`config.mk`:
```
export PLATFORM = sky130hd
export DESIGN_NAME = mul_issue_ctrl
export DESIGN_NICKNAME = d
export VERILOG_FILES = /design/src/rtl/mdu_pkg.sv /design/src/rtl/mul_result_fmt.sv /design/src/rtl/mul_issue_ctrl.sv
export SDC_FILE = /design/constraint.sdc
export NUM_CORES = 1
export LEC_CHECK = 0
export CAP_MARGIN = 20
export CELL_PAD_IN_SITES_DETAIL_PLACEMENT = 0
export CELL_PAD_IN_SITES_GLOBAL_PLACEMENT = 1
export CORE_ASPECT_RATIO = 0.5
export CORE_UTILIZATION = 27
export CTS_BUF_LIST = sky130_fd_sc_hd__clkbuf_4
export DETAILED_ROUTE_END_ITERATION = 16
export PLACE_DENSITY = 0.88
export SETUP_SLACK_MARGIN = 0.1
export SKIP_LAST_GASP = 1
export SLEW_MARGIN = 30
export SYNTH_ARGS = -nofsm -noshare
export SYNTH_HDL_FRONTEND = slang
export SYNTH_SLANG_ARGS = --single-unit
```
`constraint.sdc`:
```
create_clock -name clock -period 7.1 [get_ports clock]
set_input_delay 1.775 -clock clock [delete_from_list [all_inputs] [get_ports clock]]
set_output_delay 1.775 -clock clock [all_outputs]
set_load 0.01 [all_outputs]
```
`src/rtl/mdu_pkg.sv`:
```
// Shared definitions for the multiply/divide unit controllers: op encodings,
// multiplier signedness selects and the issue-controller state encoding.
package mdu_pkg;

    // RV64M multiply op encodings as presented on ex_op
    localparam logic [2:0] MDU_MUL    = 3'd0;
    localparam logic [2:0] MDU_MULH   = 3'd1;
    localparam logic [2:0] MDU_MULHSU = 3'd2;
    localparam logic [2:0] MDU_MULHU  = 3'd3;
    localparam logic [2:0] MDU_MULW   = 3'd4;

    // Multiplier signedness: bit1 = multiplicand signed, bit0 = multiplier signed
    localparam logic [1:0] MUL_SIGNED_SS = 2'b11;
    localparam logic [1:0] MUL_SIGNED_SU = 2'b10;
    localparam logic [1:0] MUL_SIGNED_UU = 2'b00;

    // Issue controller FSM state encoding
    typedef logic [2:0] mul_state_t;
    localparam mul_state_t MUL_ST_IDLE  = 3'd0;
    localparam mul_state_t MUL_ST_REQ   = 3'd1;
    localparam mul_state_t MUL_ST_WAIT  = 3'd2;
    localparam mul_state_t MUL_ST_DONE  = 3'd3;
    localparam mul_state_t MUL_ST_DRAIN = 3'd4;

    // Unused op codes 5-7 behave exactly like MUL
    function automatic logic [2:0] mdu_norm_op(input logic [2:0] op);
        return (op > MDU_MULW) ? MDU_MUL : op;
    endfunction

    // Signedness select for a normalised multiply op
    function automatic logic [1:0] mul_signed_of(input logic [2:0] op);
        case (op)
            MDU_MULHSU: return MUL_SIGNED_SU;
            MDU_MULHU:  return MUL_SIGNED_UU;
            default:    return MUL_SIGNED_SS;
        endcase
    endfunction

endpackage

```
`src/rtl/mul_result_fmt.sv`:
```
// Picks the architectural result out of a full hi/lo product and applies
// the 32-bit sign extension used by the word-sized ops.
module mul_result_fmt
    import mdu_pkg::*;
#(
    parameter int XLEN = 64
) (
    input  logic [2:0]      op,
    input  logic [XLEN-1:0] hi,
    input  logic [XLEN-1:0] lo,
    output logic [XLEN-1:0] data
);

    // High-half ops take hi, MULW sign-extends the low word, everything else takes lo
    always_comb begin
        data = lo;
        case (op)
            MDU_MULH, MDU_MULHSU, MDU_MULHU: data = hi;
            MDU_MULW: data = {{(XLEN-32){lo[31]}}, lo[31:0]};
            default:  data = lo;
        endcase
    end

endmodule

```
`src/rtl/mul_issue_ctrl.sv`:
```
// Execute-stage controller for the radix-4 Booth multiplier: accepts one
// multiply uop, issues it, captures the result pulse, formats it and holds it
// for writeback. Zero operands skip the multiplier; a flush while the
// multiplier is busy drains its stale result pulse.
module mul_issue_ctrl
    import mdu_pkg::*;
#(
    parameter int XLEN = 64
) (
    input  logic            clock,
    input  logic            reset,
    input  logic            flush,
    input  logic            ex_valid,
    output logic            ex_ready,
    input  logic [2:0]      ex_op,
    input  logic [XLEN-1:0] ex_src1,
    input  logic [XLEN-1:0] ex_src2,
    output logic            wb_valid,
    input  logic            wb_ready,
    output logic [XLEN-1:0] wb_data,
    output logic            m_in_valid,
    input  logic            m_out_ready,
    output logic            m_flush,
    output logic            m_mulw,
    output logic [1:0]      m_mul_signed,
    output logic [XLEN-1:0] m_multiplicand,
    output logic [XLEN-1:0] m_multiplier,
    input  logic            m_out_valid,
    input  logic [XLEN-1:0] m_result_hi,
    input  logic [XLEN-1:0] m_result_lo
);

    mul_state_t      state;
    logic [2:0]      op_q;
    logic [2:0]      op_norm;
    logic [XLEN-1:0] src1_ext;
    logic [XLEN-1:0] src2_ext;
    logic [XLEN-1:0] fmt_data;
    logic [XLEN-1:0] wb_data_q;
    logic            accept;
    logic            zero_operand;

    // Normalise the incoming op and sign-extend word operands before latching
    always_comb begin
        op_norm  = mdu_norm_op(ex_op);
        src1_ext = ex_src1;
        src2_ext = ex_src2;
        if (op_norm == MDU_MULW) begin
            src1_ext = {{(XLEN-32){ex_src1[31]}}, ex_src1[31:0]};
            src2_ext = {{(XLEN-32){ex_src2[31]}}, ex_src2[31:0]};
        end
    end

    assign accept       = ex_valid & (state == MUL_ST_IDLE) & ~flush;
    assign zero_operand = (src1_ext == '0) | (src2_ext == '0);

    assign ex_ready   = (state == MUL_ST_IDLE);
    assign wb_valid   = (state == MUL_ST_DONE);
    assign wb_data    = wb_data_q;
    assign m_in_valid = (state == MUL_ST_REQ) & m_out_ready & ~flush;
    assign m_flush    = flush;

    mul_result_fmt #(
        .XLEN (XLEN)
    ) u_fmt (
        .op   (op_q),
        .hi   (m_result_hi),
        .lo   (m_result_lo),
        .data (fmt_data)
    );

    // Latch the op, its multiplier controls and both operands on accept
    always_ff @(posedge clock or posedge reset) begin
        if (reset) begin
            op_q           <= MDU_MUL;
            m_mulw         <= 1'b0;
            m_mul_signed   <= 2'b00;
            m_multiplicand <= '0;
            m_multiplier   <= '0;
        end else if (accept) begin
            op_q           <= op_norm;
            m_mulw         <= (op_norm == MDU_MULW);
            m_mul_signed   <= mul_signed_of(op_norm);
            m_multiplicand <= src1_ext;
            m_multiplier   <= src2_ext;
        end
    end

    // Sequence one uop through issue, wait, writeback and flush drain
    always_ff @(posedge clock or posedge reset) begin
        if (reset) begin
            state <= MUL_ST_IDLE;
        end else begin
            case (state)
                MUL_ST_IDLE: begin
                    if (accept) begin
                        state <= zero_operand ? MUL_ST_DONE : MUL_ST_REQ;
                    end
                end
                MUL_ST_REQ: begin
                    if (flush) begin
                        state <= MUL_ST_IDLE;
                    end else if (m_out_ready) begin
                        state <= MUL_ST_WAIT;
                    end
                end
                MUL_ST_WAIT: begin
                    if (m_out_valid) begin
                        state <= flush ? MUL_ST_IDLE : MUL_ST_DONE;
                    end else if (flush) begin
                        state <= MUL_ST_DRAIN;
                    end
                end
                MUL_ST_DONE: begin
                    if (flush || wb_ready) begin
                        state <= MUL_ST_IDLE;
                    end
                end
                MUL_ST_DRAIN: begin
                    if (m_out_valid) begin
                        state <= MUL_ST_IDLE;
                    end
                end
                default: state <= MUL_ST_IDLE;
            endcase
        end
    end

    // Register the writeback value: zero for bypassed ops, formatted product otherwise
    always_ff @(posedge clock or posedge reset) begin
        if (reset) begin
            wb_data_q <= '0;
        end else if (accept && zero_operand) begin
            wb_data_q <= '0;
        end else if ((state == MUL_ST_WAIT) && m_out_valid && !flush) begin
            wb_data_q <= fmt_data;
        end
    end

endmodule

```
==> qor.csv <==
metric,value,unit
syn_area_per_cell,9.730,um^2
place_area,14220,um^2
crit_slowest_cell,clkdlybuf4s50_1,
critPathKind,in2out,
routed_wirelength,35620,um
die_area,35170,um^2
fin_skew,0.05485,ns
max_cap_violations,0,
io_buffers,464,
die_h,133.1,um
cts_tree,yes,
yosys-top-cells-count,"nand2_1, dfrtp_1, o21ai_0",
setup_tns,0,ns
crit_buf_inv,2,
synthCells,954,
final_area,14870,um^2
cts_sinks,201,
antenna_found_initial,1,
setup_viol_count_final,0,
min-delay-path-class,reg2reg,
synth.cell_area,9283,um^2
viasPerCell,4.674,
cts_buffers,49,
start_util,27.74,%
vias,8768,
drive_above_1_share,11.44,%
core,33460,um^2
rsz0062_at_grt,false,
seq_area,5030,um^2
cpPeakStageDelay,0.54,ns
seq_area_frac_synth,54.19,%
gp_routability_congestion,0.9182,
final_core_util,44.43,%
max-slew-margin-rel,39.10,%
crit_fanout,6,
multi_input_area,3865,um^2
crit_chain,clkdlybuf4s50_1 > nor2_1 > and2_1 > clkdlybuf4s50_1,
cp_top_family,buffers and inverters,
fmax,191.0,MHz
synth_area_leaders,"dfrtp_1, nand2_1, o22ai_2",
synth_nets,1220,
cp.arrival,3.46,ns
end_kind,primary output,
postRouteAntennaNets,0,
hold_slack,0.4738,ns
grtUsageTotal,19.65,%
routedWlPerCell,18.99,um
yosys.area.top_type,dfrtp_1,
synth_cell_type_count,37,
area_growth_syn_to_layout,60.16,%
cp_common_cell,clkdlybuf4s50_1,
synth_top_area_share,54.19,%
p_per_area,390.0,nW/um^2
rows,47,
die_w,264.2,um
drc_errors,0,
finalCritPeriodShare,73.74,%
htree_levels,2,
clock_latency,0.70,ns
drtPass1Iterations,6,
clockBufferDepth,3,
hpwlAfterDp,25800,um
maxSlewViolCount,0,
grt_pass1_vias,8739,
async_flop_share,100.0,%
overflow,0,
cts_resized,0,
synth_most_common_cell,nand2_1,
root_buffer,clkbuf_4,
yosysWarnings,0,
ys.flop_type,dfrtp_1,
status,"complete, no violations",
io_pins,465,
postCtsHoldBufs,0,
synth_edf_count,0,
grt_max_degree,162,
worstMarginPinSlew,0.9135,ns
startpoint_type,input pin,
ys_ff_latch,201,
required,5.33,ns
nets,1670,
grt_pass1_wl,52860,um
drt_iter0_markers,602,
period_needed,5.236,ns
finalHoldViolCount,0,
leakagePower,6.373,nW
postCtsSetupBuffers,0,
ir_worst_vdd,236.2,uV
fillers,3232,
clkTransAtPathRegs,0.06,ns
## cells in the final DEF, fill, tap and decap left out, types with 2 or more instances in the layout
cell and instances:
o22ai_2 60, a221oi_1 34, and3b_1 2, nand2_1 325, nand3_1 2, nand4_1 6, inv_1 3, clkbuf_4 71
nor2_1 6, nor4_1 31, o21ai_0 75, a21oi_1 65, clkdlybuf4s50_1 464, mux2i_1 33, dfrtp_1 201, nor3_1 2
nand2b_1 3, buf_12 3, nor2_2 2, clkinvlp_4 2, clkinv_1 6, buf_4 10, o22ai_1 4
## worst register-to-register path: cells and delay by family (launching register included)
kind                   cells  cell delay [ns]
AO/OA/AOI/OAI              1             0.14
buffers and inverters      1             0.49
flip-flops                 1             0.47
AND/OR/NAND/NOR            3             1.44
## kinds of logic after synthesis
kind of cell | share of synthesized area [%]
simple gates | 17.64
compound gates | 19.83
flops | 54.19
buf+inv | 4.569
mux | 3.680
xor+xnor | 0.09437
## worst paths after layout
check | slack [ns] | cells past startpoint | to | from
max | 1.86 | 4 | m_in_valid | flush
min | 0.47 | 2 | m_multiplicand[21]$_DFFE_PP0P_ | m_multiplicand[21]$_DFFE_PP0P_
max reg2reg | 4.39 | 5 | wb_data[38]$_DFFE_PP0P_ | state[2]$_DFFE_PP0P_
min reg2reg | 0.47 | 2 | m_multiplicand[21]$_DFFE_PP0P_ | m_multiplicand[21]$_DFFE_PP0P_
max in group asynchronous | 4.43 | 4 | m_multiplicand[15]$_DFFE_PP0P_ | reset
min in group asynchronous | 1.45 | 2 | wb_data[46]$_DFFE_PP0P_ | reset
## cell type report
cell class	count	share of cell area, %
Timing Repair Buffer	479	32.41
Inverter	4	0.1262
Tap cell	441	3.711
Sequential cell	201	33.83
Clock buffer	71	3.585
Clock inverter	10	0.3198
Antenna cell	1	0.01683
Multi-Input combinational cell	669	26.00
## registers in the layout, summed over array words and instances (netlist names)
register	cells
m_multiplier	64
m_multiplicand	64
m_mul_signed	2
m_mulw	1
state	3
wb_data	64
op_q	3
## metal layers
metal / share of wire (%) / global-route usage (%)
met2: 50 / 33.80
met5: 0 / 0
met4: 3.4 / 8.043
met3: 5.1 / 3.993
met1: 41 / 24.16
## power breakdown
part | leakage, nW | switching (mW) | internal (mW)
sequential | 2.54 | 0.291 | 1.67
combinational | 3.48 | 1.39 | 1.49
clock | 0.349 | 0.502 | 0.457
## through the flow
| step | power [mW] | worst slack, ns | cells |
|---|---|---|---|
| CTS | 5.876 | 1.888 | 1872 |
| floorplan | 3.253 | 2.723 | 954 |
| finish | 5.798 | 1.864 | 1876 |
| detailed placement | 4.881 | 1.906 | 1791 |
| global route | 6.168 | 1.821 | 1876 |
| global placement | 4.836 | 1.918 | 1791 |
Power figures use the tool's default switching activity.
